==> config.mk <==
export PLATFORM = sky130hd
export DESIGN_NAME = if_stage
export DESIGN_NICKNAME = d
export VERILOG_FILES = /design/src/rtl/cpu_pkg.sv /design/src/rtl/if_id_reg.sv /design/src/rtl/if_stage.sv
export SDC_FILE = /design/constraint.sdc
export NUM_CORES = 1
export LEC_CHECK = 0
export CELL_PAD_IN_SITES_DETAIL_PLACEMENT = 0
export CELL_PAD_IN_SITES_GLOBAL_PLACEMENT = 1
export CORE_MARGIN = 4
export CORE_UTILIZATION = 31
export DETAILED_ROUTE_END_ITERATION = 12
export PLACE_DENSITY_LB_ADDON = 0.1
export SYNTH_ARGS = -nofsm -noshare
export SYNTH_HDL_FRONTEND = slang
export SYNTH_SLANG_ARGS = --single-unit
==> constraint.sdc <==
create_clock -name clk -period 3.64 [get_ports clk]
set_input_delay 0.546 -clock clk [delete_from_list [all_inputs] [get_ports clk]]
set_output_delay 0.546 -clock clk [all_outputs]
set_load 0.005 [all_outputs]
==> src/rtl/cpu_pkg.sv <==
// Shared CPU definitions: memory map bases, bubble encoding, fetch FSM states.
package cpu_pkg;

    localparam logic [31:0] TEXT_BASE_ADDRESS = 32'h0000_3000;
    localparam logic [31:0] DATA_BASE_ADDRESS = 32'h0000_0000;
    localparam logic [31:0] NOP_INST          = 32'h0000_0000;  // sll $0,$0,0
    localparam int          IM_WORDS_DEFAULT  = 1024;

    typedef enum logic {
        RUN   = 1'b0,
        FAULT = 1'b1
    } if_state_t;

endpackage

==> src/rtl/if_id_reg.sv <==
// Generic pipeline register holding {pc, inst, valid}; bubble beats hold, reset beats both.
module if_id_reg
    import cpu_pkg::*;
#(
    parameter logic [31:0] NOP = NOP_INST
) (
    input  logic        clk,
    input  logic        rst,
    input  logic        i_stall,
    input  logic        i_bubble,
    input  logic [31:0] i_pc,
    input  logic [31:0] i_inst,
    output logic [31:0] o_pc,
    output logic [31:0] o_inst,
    output logic        o_valid
);

    logic [31:0] r_pc;
    logic [31:0] r_inst;
    logic        r_valid;

    always_ff @(posedge clk) begin
        if (rst) begin
            r_pc    <= 32'h0;
            r_inst  <= NOP;
            r_valid <= 1'b0;
        end else if (i_bubble) begin
            // A bubble still carries the PC it replaced, which helps trace debugging.
            r_pc    <= i_pc;
            r_inst  <= NOP;
            r_valid <= 1'b0;
        end else if (!i_stall) begin
            r_pc    <= i_pc;
            r_inst  <= i_inst;
            r_valid <= 1'b1;
        end
    end

    assign o_pc    = r_pc;
    assign o_inst  = r_inst;
    assign o_valid = r_valid;

endmodule

==> src/rtl/if_stage.sv <==
// Instruction-fetch stage: PC register, fetch legality check, sticky fault, IF/ID register.
// Optional macro IF_PERF_CNT_EN adds saturating perf_fetch/perf_stall/perf_flush counters.
module if_stage
    import cpu_pkg::*;
#(
    parameter logic [31:0] TEXT_BASE = TEXT_BASE_ADDRESS,
    parameter int          IM_WORDS  = IM_WORDS_DEFAULT,
    parameter logic [31:0] NOP       = NOP_INST
) (
    input  logic        clk,
    input  logic        rst,
    input  logic        stall,
    input  logic        flush,
    input  logic        redirect_valid,
    input  logic [31:0] redirect_pc,
    output logic [31:0] imem_addr,
    input  logic [31:0] imem_rdata,
    output logic [31:0] IF_PC,
    output logic [31:0] ID_PC,
    output logic [31:0] ID_inst,
    output logic        ID_valid,
    output logic        fetch_fault,
    output logic [31:0] fault_pc,
    output logic        dbg_state
`ifdef IF_PERF_CNT_EN
    ,
    output logic [31:0] perf_fetch,
    output logic [31:0] perf_stall,
    output logic [31:0] perf_flush
`endif
);

    // Valid/ready note: redirect_valid is a single-cycle command with no back-pressure;
    // the stage always accepts it on the edge where it is high (it overrides stall).

    localparam logic [32:0] TEXT_LO = {1'b0, TEXT_BASE};
    localparam logic [32:0] TEXT_HI = {1'b0, TEXT_BASE} + 33'(IM_WORDS) * 33'd4;

    if_state_t   r_state;
    if_state_t   w_state_next;
    logic [31:0] r_pc;
    logic [31:0] w_pc_next;
    logic        r_fetch_fault;
    logic [31:0] r_fault_pc;
    logic        w_pc_legal;
    logic        w_fault_evt;
    logic        w_bubble;
    logic        w_load_valid;

    // 33-bit compare so a PC near 2^32 cannot wrap into the legal window.
    assign w_pc_legal = (r_pc[1:0] == 2'b00)
                     && ({1'b0, r_pc} >= TEXT_LO)
                     && ({1'b0, r_pc} <  TEXT_HI);

    assign w_fault_evt  = (r_state == RUN) && !flush && !redirect_valid && !stall && !w_pc_legal;
    assign w_bubble     = flush || redirect_valid
                       || (!stall && ((r_state == FAULT) || !w_pc_legal));
    assign w_load_valid = !w_bubble && !stall;

    always_comb begin
        w_state_next = r_state;
        if (r_state == RUN && w_fault_evt) begin
            w_state_next = FAULT;
        end
    end

    // An illegal PC is held rather than advanced so it is the one reported.
    always_comb begin
        w_pc_next = r_pc;
        if (r_state == RUN) begin
            if (redirect_valid) begin
                w_pc_next = redirect_pc;
            end else if (!stall && w_pc_legal) begin
                w_pc_next = r_pc + 32'd4;
            end
        end
    end

    always_ff @(posedge clk) begin
        if (rst) begin
            r_state       <= RUN;
            r_pc          <= TEXT_BASE;
            r_fetch_fault <= 1'b0;
            r_fault_pc    <= 32'h0;
        end else begin
            r_state <= w_state_next;
            r_pc    <= w_pc_next;
            if (w_fault_evt) begin
                r_fetch_fault <= 1'b1;
                r_fault_pc    <= r_pc;
            end
        end
    end

    if_id_reg #(
        .NOP (NOP)
    ) u_if_id_reg (
        .clk      (clk),
        .rst      (rst),
        .i_stall  (stall),
        .i_bubble (w_bubble),
        .i_pc     (r_pc),
        .i_inst   (imem_rdata),
        .o_pc     (ID_PC),
        .o_inst   (ID_inst),
        .o_valid  (ID_valid)
    );

    assign imem_addr   = r_pc;
    assign IF_PC       = r_pc;
    assign fetch_fault = r_fetch_fault;
    assign fault_pc    = r_fault_pc;
    assign dbg_state   = r_state;

`ifdef IF_PERF_CNT_EN
    logic [31:0] r_perf_fetch;
    logic [31:0] r_perf_stall;
    logic [31:0] r_perf_flush;

    always_ff @(posedge clk) begin
        if (rst) begin
            r_perf_fetch <= 32'h0;
            r_perf_stall <= 32'h0;
            r_perf_flush <= 32'h0;
        end else begin
            if (w_load_valid && r_perf_fetch != 32'hFFFF_FFFF) begin
                r_perf_fetch <= r_perf_fetch + 32'd1;
            end
            if (stall && !redirect_valid && r_perf_stall != 32'hFFFF_FFFF) begin
                r_perf_stall <= r_perf_stall + 32'd1;
            end
            if ((flush || redirect_valid) && r_perf_flush != 32'hFFFF_FFFF) begin
                r_perf_flush <= r_perf_flush + 32'd1;
            end
        end
    end

    assign perf_fetch = r_perf_fetch;
    assign perf_stall = r_perf_stall;
    assign perf_flush = r_perf_flush;
`endif

endmodule

==> results_dict.tcl, run 1 <==
set metrics [dict create \
    wirelength_mm 18.5 \
    ys.flop_type "dfxtp_1" \
    regToRegSetupSlack_ns 1.01 \
    worstMarginPinSlew_ns 1.18 \
    worst_ir_drop_vdd_mv 0.326 \
    die_w_um 140 \
    syn-num-nets 695 \
    ant_nets 0 \
    wl_per_cell_um 17.7 \
    whs_ns 0.448 \
    critPathMaxFanout 33 \
    syn_area_per_cell_um2 8.71 \
    syn_inst 624 \
    fp-row-count 48 \
    clkTransAtPathRegs_ns 0.06 \
    grt_pass1_wl_mm 29.1 \
    clock_latency_ns 0.41 \
    syn_to_final_growth_pct 52.8 \
    ys_seq_area_share_pct 48.2 \
    cp.required_ns 3.96 \
    tns_ns 0 \
    rsz0062_at_grt "no" \
    critPathLaunchType "register" \
    fin_util_pct 48.2 \
    io_pins 232 \
    finalSetupViolCount 0 \
    synth.distinct_cells 41 \
    critPathKind "register to register" \
    globalRoute.totalOverflow 0 \
    cp-end-kind "register" \
    gp_congestion 0.748 \
    die_h_um 140 \
    cts-root-buf "clkbuf_16" \
    syn_area_mm2 0.00544 \
    grt_use_total_pct 18.8 \
    leakage_nw 3.23 \
    dp.final_hpwl_mm 13.0 \
    first_global_vias 5170 \
    antenna_cells 0 \
    drt_iter0_markers 358 \
    core_region_area_mm2 0.0172 \
    cts_tree "yes" \
    r2r_end "u_if_id_reg.o_inst[7]" \
    fmax_ghz 0.380 \
    maxCapViolCount 0 \
    critPathLaunch "IF_PC[26]" \
    postCtsSetupBuffers 0 \
    hold_class "register to register" \
    drcViolationCount 0 \
    power.density_mw_per_mm2 464 \
    maxSlewHeadroom_pct 21.5 \
    ys_ff_latch 131 \
    yosys_warnings 0 \
    vias_per_cell 4.83 \
    min_from "u_if_id_reg.o_valid" \
    ff2ff_path_depth 5 \
    status "finished clean" \
    hold_depth 2 \
    nNetsFinal 879 \
    antenna_found_initial 0 \
    hold_end "u_if_id_reg.o_valid" \
    cts_sinks 131 \
    cts_made_buffers 17 \
    hold_viol_final 0 \
    vias 5052 \
    dieArea_mm2 0.0197 \
    period_needed_ns 2.63 \
    power_w 0.00385 \
    timing.final.max_slew_violations 0 \
    grt_max_degree 49 \
    fill_cells 1617 \
    clock_skew_ns 0.00696 \
    cts_resized 0 \
    post-route-period-util_pct 72.4 \
    clock_tree.buffer_depth 2 \
    drive_above_1_share_pct 5.85 \
    synthArstFlopShare_pct 0 \
    dr.pass1.iters 5 \
    ctsHoldBuffers 0 \
    htreeDepth 4 \
    port-buffer-count 231 \
    synth_edf_count 0 \
    r2r_start "IF_PC[26]" \
    start_util_pct 31.5 \
    arrival_ns 2.96 \
]
where the power goes:
group | switching (W) | internal [W]
Clock | 0.000631 | 0.00121
Sequential | 0.0000809 | 0.00149
Combinational | 0.000182 | 0.000259
Total | 0.000895 | 0.00296
cell usage after synthesis, drive strengths merged (5+ instances only):
cell	number	area, um^2
or3	6	37.5
nor2	85	319
clkbuf	32	123
nand3	11	65.1
a211oi	8	60.1
a21oi	51	255
a31oi	5	31.3
inv	7	26.3
dfxtp	131	2620
nand2	105	394
buf	42	290
a32oi	5	43.8
mux2i	66	661
o21ai	9	48.8
nor4	9	56.3
or4	5	41.3
nand2b	6	37.5
worst max-delay path: stages, from the launching register on:
cell     delay [ns]
dfxtp_1        0.40
nor4_1         0.54
and2_1         0.24
a31oi_1        0.08
or4_1          0.95
nor2_1         0.32
cell families (layout without fill, tap and decap cells):
logic type | count (synthesis) | count (layout) | share of synthesized area [%]
buf+inv | 81 | 277 | 8.08
fa+ha+maj | 2 | 2 | 0.460
flops | 131 | 131 | 48.2
simple gates | 245 | 245 | 19.9
mux | 66 | 66 | 12.1
compound gates | 99 | 99 | 11.1
through the flow:
step / setup slack [ns] / area [um^2] / cells
finish: 1.01 / 8310 / 1045
global route: 0.772 / 8310 / 1045
CTS: 0.959 / 8310 / 1045
detailed placement: 0.983 / 7670 / 1014
global placement: 1.02 / 7670 / 1014
floorplan: 1.47 / 5440 / 624
metal layers:
metal  track usage [%]  share of wire [%]  vias to the layer above
met3              6.25                6.8                       25
met1              24.4                 45                     2374
li1                  -                  -                     2480
met4              5.81                1.6                        0
met2              29.6                 47                      173
met5                 0                  0                        -
sequential cells by signal (all words and copies together), names as in the netlist:
register	count
fault_pc	32
u_if_id_reg.o_valid	1
fetch_fault	1
dbg_state	1
IF_PC	32
u_if_id_reg.o_pc	32
u_if_id_reg.o_inst	32
final cells by class:
| cell class | instances | area (um^2) | area share (%) |
|---|---|---|---|
| Sequential cell | 131 | 2620 | 31.6 |
| Multi-Input combinational cell | 412 | 2380 | 28.6 |
| Timing Repair Buffer | 239 | 2360 | 28.5 |
| Clock buffer | 22 | 484 | 5.83 |
| Tap cell | 225 | 282 | 3.39 |
| Clock inverter | 9 | 151 | 1.82 |
| Inverter | 7 | 26.3 | 0.316 |
layout by cell type, fill, tap and decap left out, types with 2 or more instances in the layout:
master           Yosys  routed
clkbuf_16            0      17
mux2i_1             66      66
nand3_1              9       9
and3_1               3       3
and4_1               4       4
dfxtp_1            131     131
bufinv_16            0       4
clkbuf_8             0       4
or4_1                4       4
a31oi_1              5       5
a22o_1               4       4
nand4_1              4       4
clkdlybuf4s50_1      0     229
o22ai_1              3       3
o211ai_1             3       3
o21ai_0              8       8
buf_4               32       9
a32oi_1              5       5
or3_1                6       6
nand2_1            105     105
nand2b_1             6       6
nand3_2              2       2
clkinv_2             0       3
a21oi_1             51      51
inv_1                7       7
o31ai_1              4       4
nor4_1               9       9
and2_1               3       3
ha_1                 2       2
nor2_1              85      84
a211oi_1             8       8
worst max path at each step:
stage,end,slack (ns)
floorplan,IF_PC[20],1.47
global placement,IF_PC[24],1.02
detailed placement,IF_PC[29],0.98
CTS,u_if_id_reg.o_inst[7],0.96
global route,u_if_id_reg.o_valid,0.77
finish,u_if_id_reg.o_inst[7],1.01
No activity file was read; power rests on OpenSTA's default activity.
==> run 2: changes to the inputs <==
--- a/config.mk
+++ b/config.mk
@@ -8,7 +8,7 @@
 export CELL_PAD_IN_SITES_DETAIL_PLACEMENT = 0
 export CELL_PAD_IN_SITES_GLOBAL_PLACEMENT = 1
 export CORE_MARGIN = 4
-export CORE_UTILIZATION = 31
+export CORE_UTILIZATION = 30
 export DETAILED_ROUTE_END_ITERATION = 12
 export PLACE_DENSITY_LB_ADDON = 0.1
 export SYNTH_ARGS = -nofsm -noshare
==> constraint.sdc (replaced) <==
create_clock -name clk -period 2.6 [get_ports clk]
set_input_delay 0.39 -clock clk [delete_from_list [all_inputs] [get_ports clk]]
set_output_delay 0.39 -clock clk [all_outputs]
set_load 0.005 [all_outputs]
==> run 2 against run 1 <==
Against the previous run: non-clock buffer count up 33; total power up 36%; combinational power up 66%; wire length up 2.6%; via count up 3.4%; global-route usage down 0.62 points; design area up 2.6%; worst setup slack worse by 0.65 ns; first-iteration DRC count down 40%.
==> results_dict.tcl, run 2 (synthesized netlist as in run 1, its figures left out) <==
set metrics [dict create \
    status "finished clean" \
    clkTransAtPathRegs_ns 0.06 \
    cts-root-buf "clkbuf_16" \
    worstMarginPinSlew_ns 0.646 \
    drive_above_1_share_pct 9.48 \
    die_h_um 143 \
    wl_per_cell_um 17.6 \
    whs_ns 0.430 \
    htreeDepth 4 \
    stdcell_count 1079 \
    grt_max_degree 54 \
    critPathMaxFanout 7 \
    critPathLaunchType "register" \
    fill_cells 1667 \
    nNetsFinal 912 \
    crit_chain "ha_1 -> nand3_1 -> or4_1 -> or4_4 -> o21ai_2 -> a211oi_1" \
    cts_resized 0 \
    cp-end-kind "register" \
    leakage_nw 3.38 \
    post-route-period-util_pct 86.2 \
    place_inst 1047 \
    antenna_cells 0 \
    drcViolationCount 0 \
    hold_viol_final 0 \
    arrival_ns 2.51 \
    cp.required_ns 2.87 \
    worst_path_max_delay_cell "or4_1" \
    die_w_um 143 \
    timing.critical_path.buf_inv 0 \
    ctsHoldBuffers 0 \
    layout_commonest_cell "clkdlybuf4s50_1" \
    period_needed_ns 2.24 \
    postCtsSetupBuffers 0 \
    grt_pass1_wl_mm 28.8 \
    maxSlewHeadroom_pct 57.0 \
    cts_made_buffers 17 \
    critPathKind "register to register" \
    clock_latency_ns 0.41 \
    drt_iter0_markers 214 \
    worst_ir_drop_vdd_mv 0.428 \
    clock_skew_ns 0.00921 \
    dr.pass1.iters 5 \
    finalSetupViolCount 0 \
    grt_use_total_pct 18.1 \
    hold_class "input port to register" \
    final_cell_mix "clkdlybuf4s50_1 (229), dfxtp_1 (131), nand2_1 (105)" \
    cts_tree "yes" \
    cts_sinks 131 \
    core_region_area_mm2 0.0175 \
    tns_ns 0 \
    start_util_pct 31.0 \
    ant_nets 0 \
    timing.final.max_slew_violations 0 \
    globalRoute.totalOverflow 0 \
    vias_per_cell 4.84 \
    max_stage_delay_ns 0.65 \
    wirelength_mm 19.0 \
    fmax_ghz 0.446 \
    rsz0062_at_grt "no" \
    antenna_found_initial 1 \
    dp.final_hpwl_mm 13.8 \
    syn_to_final_growth_pct 56.8 \
    clock_tree.buffer_depth 2 \
    gp_congestion 0.805 \
    crit_family "simple AND/OR/NAND/NOR gates" \
    first_global_vias 5150 \
    fp-row-count 48 \
    io_pins 232 \
    power.density_mw_per_mm2 614 \
    port-buffer-count 231 \
    dieArea_mm2 0.0203 \
    vias 5226 \
    maxCapViolCount 0 \
]
run 2: cell types whose count changed in the layout (fill, tap and decap cells not counted):
cell	previous run	this run
bufinv_16	4	2
clkinv_4	1	0
clkbuf_1	1	2
clkinvlp_4	1	3
buf_4	9	41
buf_12	0	1
clkinv_2	3	4
run 2: cell type report:
class                           count  area, um^2  share of cell area, %
Inverter                            7        26.3                  0.308
Clock buffer                       23         488                   5.72
Tap cell                          225         282                   3.30
Timing Repair Buffer              272        2630                   30.8
Sequential cell                   131        2620                   30.8
Multi-Input combinational cell    412        2380                   27.9
Clock inverter                      9         103                   1.20
run 2: power breakdown:
part | internal, W | leakage, nW | switching (W)
Combinational | 0.000402 | 2.03 | 0.000328
Sequential | 0.00208 | 1.07 | 0.0000526
Clock | 0.00151 | 0.285 | 0.000868
Total | 0.00399 | 3.38 | 0.00125
run 2: metrics by stage:
step	utilization (%)	setup WS, ns	area [um^2]	total power (W)
finish	48.6	0.360	8530	0.00524
global route	48.6	0.214	8530	0.00544
CTS	48.6	0.359	8530	0.00531
detailed placement	45.2	0.309	7940	0.00291
global placement	45.2	0.312	7940	0.00291
floorplan	-	0.429	5440	0.00249
run 2: path summary, 6_finish.rpt:
kind | startpoint | to | depth (start not counted) | slack, ns
worst min register to register | fetch_fault | fetch_fault | 2 | 0.45
worst max-delay path | IF_PC[2] | IF_PC[20] | 6 | 0.36
worst max register to register | IF_PC[2] | IF_PC[20] | 6 | 0.36
worst min-delay path | rst | fault_pc[0] | 2 | 0.43
run 2: per-layer routing:
layer / share of wire, % / global-route usage (%) / vias to the layer above
met4: 1.0 / 5.15 / 2
li1: - / - / 2530
met2: 47 / 29.3 / 222
met5: 0.10 / 0 / -
met1: 43 / 23.0 / 2452
met3: 8.7 / 6.36 / 20
run 2: worst reg2reg max path, delay by kind of cell (launching register included):
family / cells / cell delay, ns
flops: 1 / 0.34
compound gates: 2 / 0.14
fa+ha+maj: 1 / 0.25
simple gates: 3 / 1.38
==> run 3: changes to the inputs <==
--- a/config.mk
+++ b/config.mk
@@ -8,9 +8,11 @@
 export CELL_PAD_IN_SITES_DETAIL_PLACEMENT = 0
 export CELL_PAD_IN_SITES_GLOBAL_PLACEMENT = 1
 export CORE_MARGIN = 4
-export CORE_UTILIZATION = 30
+export CORE_UTILIZATION = 31
 export DETAILED_ROUTE_END_ITERATION = 12
 export PLACE_DENSITY_LB_ADDON = 0.1
 export SYNTH_ARGS = -nofsm -noshare
 export SYNTH_HDL_FRONTEND = slang
+export SYNTH_HIERARCHICAL = 1
 export SYNTH_SLANG_ARGS = --single-unit
+export TNS_END_PERCENT = 1
==> run 3 against run 2 <==
Against the previous run: design area increased by 3.0%; critical path depth increased by 1; clock skew decreased by 0.00077 ns; via count increased by 4.6%; total power about the same; worst setup slack improved by 0.016 ns; sequential share of layout area decreased by 0.89 points; register-to-register slack improved by 0.02 ns; sequential power about the same; clock power about the same.
==> results_dict.tcl, run 3 <==
set metrics [dict create \
    status "finished clean" \
    worst_ir_drop_vdd_mv 0.448 \
    worstMarginPinSlew_ns 0.703 \
    critPathKind "register to register" \
    stdcell_count 1103 \
    post-route-period-util_pct 85.5 \
    ant_nets 0 \
    syn_area_mm2 0.00583 \
    die_w_um 145 \
    cts_made_buffers 17 \
    synth_xor_area_share_pct 0 \
    final_cell_mix "clkdlybuf4s50_1 (229), dfxtp_1 (131), nand2_1 (111)" \
    period_needed_ns 2.22 \
    die_h_um 145 \
    r2r_end "u_if_id_reg/o_pc[31]" \
    finalSetupViolCount 0 \
    critPathLaunch "IF_PC[21]" \
    synth_edf_count 0 \
    power.density_mw_per_mm2 597 \
    synth_top_family_by_area "simple AND/OR/NAND/NOR gates" \
    arrival_ns 2.52 \
    ys_seq_area_share_pct 45.0 \
    htreeDepth 4 \
    syn_to_final_growth_pct 50.7 \
    maxCapViolCount 0 \
    syn_inst 654 \
    cts_tree "yes" \
    cts_sinks 131 \
    cp.required_ns 2.90 \
    dieArea_mm2 0.0210 \
    synth.distinct_cells 52 \
    antenna_cells 0 \
    clock_skew_ns 0.00844 \
    drive_above_1_share_pct 9.27 \
    tns_ns 0 \
    hold_class "input port to register" \
    ctsHoldBuffers 0 \
    synth-simple-area-share_pct 26.6 \
    fp-row-count 49 \
    drt_iter0_markers 416 \
    nNetsFinal 932 \
    drcViolationCount 0 \
    ff2ff_path_depth 7 \
    fmax_ghz 0.450 \
    r2r_start "IF_PC[21]" \
    gp_congestion 0.854 \
    postCtsSetupBuffers 0 \
    synthTopCellsByArea "dfxtp_1 (45%), nand2_1 (7.2%), nand4bb_1 (6.2%), mux2i_1 (5.7%), a21oi_1 (4.8%)" \
    wirelength_mm 20.1 \
    leakage_nw 3.15 \
    maxSlewHeadroom_pct 53.1 \
    syn-num-nets 725 \
    vias_per_cell 4.96 \
    cts-root-buf "clkbuf_16" \
    clock_tree.buffer_depth 2 \
    layout_commonest_cell "clkdlybuf4s50_1" \
    cts_resized 0 \
    yosys_warnings 6 \
    synth.area.mux_share_pct 5.67 \
    cp-end-kind "register" \
    antenna_found_initial 0 \
    ys.flop_type "dfxtp_1" \
    grt_max_degree 82 \
    wl_per_cell_um 18.2 \
    synth_most_common_cell "dfxtp_1" \
    clkTransAtPathRegs_ns 0.06 \
    ys_ff_latch 131 \
    grt_pass1_wl_mm 31.9 \
    io_pins 232 \
    dr.pass1.iters 5 \
    place_inst 1071 \
    critPathMaxFanout 26 \
    globalRoute.totalOverflow 0 \
    synthAdderAreaFrac_pct 0.430 \
    first_global_vias 5655 \
    hold_end "u_if_id_reg/o_valid" \
    clock_latency_ns 0.42 \
    yosysTopAreaCell "dfxtp_1" \
    hold_depth 2 \
    syn_area_per_cell_um2 8.91 \
    start_util_pct 32.0 \
    timing.final.max_slew_violations 0 \
    ys_top_cells_by_count "dfxtp_1 (131), nand2_1 (111), a21oi_1 (56)" \
    rsz0062_at_grt "no" \
    grt_use_total_pct 18.8 \
    vias 5469 \
    critPathLaunchType "register" \
    port-buffer-count 231 \
    synth-compound-area-share_pct 13.0 \
    hold_viol_final 0 \
    synth_top_area_share_pct 45.0 \
    min_from "stall" \
    regToRegSetupSlack_ns 0.38 \
    core_region_area_mm2 0.0182 \
    synthArstFlopShare_pct 0 \
    dp.final_hpwl_mm 14.3 \
]
-- run 3: cell count changes after synthesis, moves of 7 or more --
cell       delta
mux2i_1      -33
o21ai_0       +7
nand2b_1     +27
nor2_1       -40
nand4bb_1    +32
o21ai_1      +30
-- run 3: per-stage QoR --
step | hold WS (ns) | setup WS, ns | util, % | power (W) | area, um^2
finish | 0.444 | 0.376 | 48.2 | 0.00524 | 8780
global route | 0.461 | 0.177 | 48.2 | 0.00548 | 8780
CTS | 0.415 | 0.356 | 48.2 | 0.00532 | 8780
detailed placement | 0.447 | 0.358 | 45.0 | 0.00293 | 8200
global placement | 0.441 | 0.399 | 45.0 | 0.00293 | 8200
floorplan | 0.447 | 0.675 | - | 0.00253 | 5830
-- run 3: kinds of logic (layout without fill, tap and decap cells) --
group	after synthesis	after routing
AO/OA/AOI/OAI	133	133
multiplexers	33	33
AND/OR/NAND/NOR	272	272
buffers and inverters	83	303
flip-flops	131	131
adder cells (fa/ha/maj)	2	2
-- run 3: final cells by class --
type	count	area [um^2]
clock buffers	18	429
fillers	1749	9430
multi-input cells	440	2670
well taps	229	287
clock inverters	14	156
inverters	7	26.3
repair buffers	264	2590
flip-flops and latches	131	2620
-- run 3: report_power, final --
part / internal (W) / switching [W]
Sequential: 0.00208 / 0.0000717
Clock: 0.00142 / 0.000932
Combinational: 0.000404 / 0.000335
Total: 0.00390 / 0.00134
-- run 3: critical path, stage by stage (launching register included) --
cell,delay [ns]
dfxtp_1,0.40
nor4_1,0.46
nand2_1,0.20
nor3_1,0.26
o21ai_2,0.10
nor2b_2,0.35
buf_12,0.23
o21ai_0,0.10
-- run 3: routing by layer --
layer,global-route usage [%],vias to the layer above,routed length [um]
met5,0,-,0
met4,5.79,0,246
met3,6.30,18,1460
met2,29.2,233,8970
met1,25.0,2566,9430
li1,-,2652,-
-- run 3: worst max path at each step --
stage          slack (ns)  depth (start not counted)                      to
6_report             0.38                          7    u_if_id_reg/o_pc[31]
5_1_grt              0.18                          7    u_if_id_reg/o_pc[31]
4_1_cts              0.36                          7    u_if_id_reg/o_pc[31]
3_5_place_dp         0.36                          7    u_if_id_reg/o_pc[31]
3_3_place_gp         0.40                          4               IF_PC[23]
2_1_floorplan        0.67                          8  u_if_id_reg/o_inst[10]
